### config.mk
export PLATFORM = sky130hd
export DESIGN_NAME = ysyx_210238_wb_sched
export DESIGN_NICKNAME = d
export VERILOG_FILES = /design/src/rtl/ysyx_210238_wb_sched_pkg.sv /design/src/rtl/ysyx_210238_wb_rr_arb2.sv /design/src/rtl/ysyx_210238_wb_sched.sv
export SDC_FILE = /design/constraint.sdc
export NUM_CORES = 1
export LEC_CHECK = 0
export ABC_CLOCK_PERIOD_IN_PS = 10850
export BUFFER_PORTS_ARGS = -buffer_cell sky130_fd_sc_hd__buf_2
export CORE_ASPECT_RATIO = 0.9
export CORE_MARGIN = 2
export CORE_UTILIZATION = 50
export CTS_CLUSTER_DIAMETER = 120
export DETAILED_ROUTE_END_ITERATION = 6
export PLACE_DENSITY = 0.91
export SLEW_MARGIN = 20
export SYNTH_ARGS = -nofsm -noshare
export SYNTH_HDL_FRONTEND = slang
export SYNTH_HIERARCHICAL = 1
export SYNTH_SLANG_ARGS = --single-unit
### constraint.sdc
create_clock -name clk -period 10.85 [get_ports clk]
set_clock_uncertainty 0.15 [all_clocks]
set_input_delay 1.085 -clock clk [delete_from_list [all_inputs] [get_ports clk]]
set_output_delay 1.085 -clock clk [all_outputs]
set_load 0.02 [all_outputs]
### src/rtl/ysyx_210238_wb_sched_pkg.sv
// Shared constants for the write-back scheduler.
// Holds the data and address widths, the register count, the write-back source
// encoding used by the arbiter, and a popcount helper for the scoreboard.
package ysyx_210238_wb_sched_pkg;

  localparam int XLEN = 64;
  localparam int AW   = 5;
  localparam int NREG = 1 << AW;

  // Write-back source index.
  // This is also the bit position of that source in the arbiter's req/gnt vectors.
  localparam logic SRC_EXU = 1'b0;
  localparam logic SRC_LSU = 1'b1;

  function automatic logic [5:0] popcnt(input logic [NREG-1:0] v);
    logic [5:0] c;
    c = '0;
    for (int i = 0; i < NREG; i++) c = c + {5'd0, v[i]};
    return c;
  endfunction

endpackage

### src/rtl/ysyx_210238_wb_rr_arb2.sv
// 2-way round-robin arbiter for the register-file write port.
// Ports:
//   clk, rst : clock, synchronous active-high reset
//   req[1:0] : request vector, indexed by SRC_EXU / SRC_LSU
//   gnt[1:0] : one-hot grant, combinational from req and the pointer
// The pointer remembers the last granted source. It moves only on a grant.
// Reset leaves the pointer at "LSU last", so EXU wins the first conflict.
module ysyx_210238_wb_rr_arb2
  import ysyx_210238_wb_sched_pkg::*;
(
  input  logic       clk,
  input  logic       rst,
  input  logic [1:0] req,
  output logic [1:0] gnt
);

  logic last;

  always_comb begin
    gnt = 2'b00;
    if (!rst) begin
      unique case (req)
        2'b01:   gnt = 2'b01;
        2'b10:   gnt = 2'b10;
        2'b11:   gnt = (last == SRC_LSU) ? 2'b01 : 2'b10;
        default: gnt = 2'b00;
      endcase
    end
  end

  always_ff @(posedge clk) begin
    if (rst)         last <= SRC_LSU;
    else if (|gnt)   last <= gnt[SRC_LSU];
  end

endmodule

### src/rtl/ysyx_210238_wb_sched.sv
// Write-back scheduler and busy scoreboard for the 32x64 integer register file.
// Ports:
//   clk, rst            : clock, synchronous active-high reset
//   i_iss_*             : issue-side view of the instruction being issued (rd, rs1, rs2)
//   o_iss_stall         : RAW/WAW hazard; issue must not proceed this cycle
//   i_exu_*, o_exu_ready: EXU write-back valid/ready request
//   i_lsu_*, o_lsu_ready: LSU write-back valid/ready request
//   o_rf_*              : registered register-file write port (1-cycle latency)
//   o_busy, o_pend_cnt  : scoreboard vector and its population count
module ysyx_210238_wb_sched
  import ysyx_210238_wb_sched_pkg::*;
(
  input  logic            clk,
  input  logic            rst,
  input  logic            i_iss_valid,
  input  logic            i_iss_rd_wen,
  input  logic [AW-1:0]   i_iss_rd_addr,
  input  logic            i_iss_rs1_cen,
  input  logic [AW-1:0]   i_iss_rs1_addr,
  input  logic            i_iss_rs2_cen,
  input  logic [AW-1:0]   i_iss_rs2_addr,
  output logic            o_iss_stall,
  input  logic            i_exu_valid,
  input  logic [AW-1:0]   i_exu_addr,
  input  logic [XLEN-1:0] i_exu_wdata,
  output logic            o_exu_ready,
  input  logic            i_lsu_valid,
  input  logic [AW-1:0]   i_lsu_addr,
  input  logic [XLEN-1:0] i_lsu_wdata,
  output logic            o_lsu_ready,
  output logic            o_rf_wen,
  output logic [AW-1:0]   o_rf_addr,
  output logic [XLEN-1:0] o_rf_wdata,
  output logic [NREG-1:0] o_busy,
  output logic [5:0]      o_pend_cnt
);

  logic [1:0]      gnt;
  logic [AW-1:0]   sel_addr;
  logic [XLEN-1:0] sel_wdata;
  logic            rs1_haz, rs2_haz, waw_haz;
  logic            iss_set;
  logic [NREG-1:0] busy_nxt;

  ysyx_210238_wb_rr_arb2 u_arb (
    .clk (clk),
    .rst (rst),
    .req ({i_lsu_valid, i_exu_valid}),
    .gnt (gnt)
  );

  assign o_exu_ready = gnt[SRC_EXU];
  assign o_lsu_ready = gnt[SRC_LSU];
  assign sel_addr    = gnt[SRC_LSU] ? i_lsu_addr  : i_exu_addr;
  assign sel_wdata   = gnt[SRC_LSU] ? i_lsu_wdata : i_exu_wdata;

  // A register being written this cycle is not a hazard.
  // The register file forwards the write data to readers in the same cycle.
  // busy[0] is never set, so x0 never produces a hazard.
  assign rs1_haz = i_iss_rs1_cen & o_busy[i_iss_rs1_addr]
                 & ~(o_rf_wen & (o_rf_addr == i_iss_rs1_addr));
  assign rs2_haz = i_iss_rs2_cen & o_busy[i_iss_rs2_addr]
                 & ~(o_rf_wen & (o_rf_addr == i_iss_rs2_addr));
  assign waw_haz = i_iss_rd_wen  & o_busy[i_iss_rd_addr]
                 & ~(o_rf_wen & (o_rf_addr == i_iss_rd_addr));

  assign o_iss_stall = rst | (i_iss_valid & (rs1_haz | rs2_haz | waw_haz));

  assign iss_set = i_iss_valid & ~o_iss_stall & i_iss_rd_wen & (i_iss_rd_addr != '0);

  // Clear first, then set: when the same register is cleared and set in one
  // cycle, the set wins.
  always_comb begin
    busy_nxt = o_busy;
    if (o_rf_wen) busy_nxt[o_rf_addr] = 1'b0;
    if (iss_set)  busy_nxt[i_iss_rd_addr] = 1'b1;
    busy_nxt[0] = 1'b0;
  end

  always_ff @(posedge clk) begin
    if (rst) begin
      o_busy     <= '0;
      o_pend_cnt <= '0;
      o_rf_wen   <= 1'b0;
      o_rf_addr  <= '0;
      o_rf_wdata <= '0;
    end else begin
      o_busy     <= busy_nxt;
      o_pend_cnt <= popcnt(busy_nxt);
      // A write-back to x0 is accepted, but it does not raise the write enable.
      o_rf_wen   <= (|gnt) & (sel_addr != '0);
      if (|gnt) begin
        o_rf_addr  <= sel_addr;
        o_rf_wdata <= sel_wdata;
      end
    end
  end

endmodule

==> metrics.txt <==
status complete, no violations; layout cells sized above 1 33.2%; final hold vios 0; most frequent cells in the layout buf_2 (269), nor2_1 (151), dfxtp_1 (108), mux2i_1 (74), a21oi_1 (71); period utilization 70.8%; final wirelength 21.5 mm; Die W 126 um; number of global-route vias before repair 6245; clk sinks 108; top_reg_cell synth dfxtp_1; HP Class reg -> reg; post-synthesis register bit count 108; CTS buffer count 9; critical path fanouts, max 16; Max Root-Sink Buffers 2; delay of the slowest critical-path stage 0.56 ns; WS Path Type in -> reg; YS warnings 6; hpwl dp 15.9 mm; CP endpoint kind flop; ANT nets after route 0; Arrival @ worst endpoint 7.76 ns; H-Tree Depth 3; first-pass GRT wire length 32.7 mm; Mapped Area 6680 um2; cts-stage hold buffer count 0; Worst Setup Start Kind input pin; maximum capacitance violations 0; Starting DRT DRC Count 538; # Post-CTS Setup Buffers 0; post_cts resized 0; commonest non-fill, non-tap cell in the layout buf_2; ys async rst share 0%; post-synthesis sequential area ratio 32.3%; Placement Rows 40; Syn Area/Cell 8.74 um2; clk_lat worst skew 0.35 ns; endpoints failing setup 0; syn_nets 956; Gate Count Post-Synth 765; Fin Setup TNS 0 ns; n_diodes 0; Rel. slew slack 29.6%; required time worst endpoint 10.92 ns; Total Routing Usage GR 29.1%; Slowest-stage cell, CP fa_1; drt first pass iters 5; Core ar. 13200 um2; I/O Buffers 270; vias per cell 5.80; Die Y 114 um; GRT overflow 0; Final Critical Period 7.68 ns; CTS tree built; Synth-to-Final Area Change 24.9%; largest net degree at the start of global routing 105; f_max 0.130 GHz; CP Cell Sequence buf_2 > mux4_2 > o21ai_0 > o22a_1 > a31oi_1 > nor4_1 > nand3_2 > o21a_1 > fa_1 > fa_1 > fa_1 > inv_1 > fa_1 > inv_1 > fa_1 > fa_1 > fa_1 > inv_1 > fa_1 > a21o_1 > a21oi_1 > xor2_1 > nor2_1; Placement Setup Slack 2.82 ns; Post-synth EDFFs 0; nets 1180; clock slew seen by the registers of the worst setup and hold paths 0.08 ns; final slew viol count 0; vias after detailed routing 6740; RSZ-0062 raised after global routing false; main area contributors after synthesis dfxtp_1 (32%), mux2i_1 (11%), nor2_1 (8.5%); Placer Congestion 0.960; worst-margin pin slew 1.06 ns; Synth top area share 32.3%; post-DR wirelength/cell 18.5 um; P_leak 3.90 nW; Ports 272; initial antenna violation count 0; Peak supply drop 0.0942 mV; root buf cell clkbuf_16; Power per Cell Area 118 nW/um2; Synth cell types 49; largest area contributor in the netlist dfxtp_1; most frequent CP cell fa_1; overall die area 14300 um2; PnR worst setup slack 3.17 ns; Starting Density 50.6%; Residual DRC 0
[flip-flops by register name, summed over array words and instances (netlist names)]
signal      flops
o_busy         31
o_pend_cnt      6
o_rf_addr       5
o_rf_wdata     64
o_rf_wen        1
u_arb/last      1
[cell usage after synthesis, drive strengths merged, types with 2 or more instances]
master  count
nand4       4
o22ai      31
nor2b       6
or3b        3
a21o        5
xnor2      13
o22a        2
nand3      16
a31oi       2
fa         23
dfxtp     108
clkbuf     43
mux4       20
a221oi      2
a21oi      71
mux2i      74
o21a       22
nand2b      3
nand4b      2
nand3b      7
nand2      21
nor4        5
mux2        4
nor3        9
inv        29
xor2        5
buf        18
o21ai      45
or3         2
nor2      151
ha          7
or2         4
[report_power, final]
part / switching (mW) / internal (mW) / leakage [nW]
logic: 0.118 / 0.0809 / 2.87
registers: 0.0168 / 0.415 / 0.881
clock network: 0.166 / 0.185 / 0.155
total: 0.301 / 0.682 / 3.90
[worst max-delay path, delay by kind of cell]
kind	cells	cell delay, ns
adder cells (fa/ha/maj)	8	3.63
AO/OA/AOI/OAI	6	1.14
AND/OR/NAND/NOR	3	0.67
multiplexers	1	0.54
buffers and inverters	4	0.50
XOR/XNOR	1	0.17
[through the flow]
stage	cells	utilization, %	total power, mW	cell area [um2]	hold slack (ns)
3_5_place_dp	1146	60.8	0.638	8030	0.412
2_1_floorplan	765	-	0.564	6680	0.330
6_report	1162	63.2	0.983	8350	0.435
3_3_place_gp	1146	60.8	0.633	8030	0.403
5_1_grt	1162	63.2	1.02	8350	0.449
4_1_cts	1162	63.2	0.986	8350	0.431
[layer usage]
metal	part of all wire, %	routed length [um]	up-vias	track usage, %
met5	0	0	-	0
met1	39	8450	3127	37.3
li1	-	-	3137	-
met3	11	2380	62	8.91
met4	3.5	753	0	12.2
met2	46	9960	414	45.9
[cells by family after synthesis]
kind of cell	after synthesis	share of synthesized area, %
compound gates	185	16.0
xor+xnor	18	2.36
fa+ha+maj	30	8.20
buf+inv	90	5.56
flops	108	32.3
mux	98	18.7
other cells	1	0.0561
simple gates	235	16.8
[area by class of cell]
type	instances	area, um2
clock buffer	9	225
tap	168	210
fill	1115	4860
sequential	108	2160
clock inverter	7	92.6
timing repair buffer	274	1380
multi-input combinational	567	4170
inverter	29	109
[final timing paths]
path                             start                        to  slack (ns)  cells past startpoint
max                   i_iss_rd_addr[0]  o_pend_cnt[4]$_SDFF_PP0_        3.17                     23
min            u_arb/last$_SDFFE_PP1P_   u_arb/last$_SDFFE_PP1P_        0.43                      1
max reg2reg  o_rf_addr[4]$_SDFFE_PP0P_  o_pend_cnt[4]$_SDFF_PP0_        3.78                     21
min reg2reg    u_arb/last$_SDFFE_PP1P_   u_arb/last$_SDFFE_PP1P_        0.43                      1
Power figures use the tool's default switching activity.
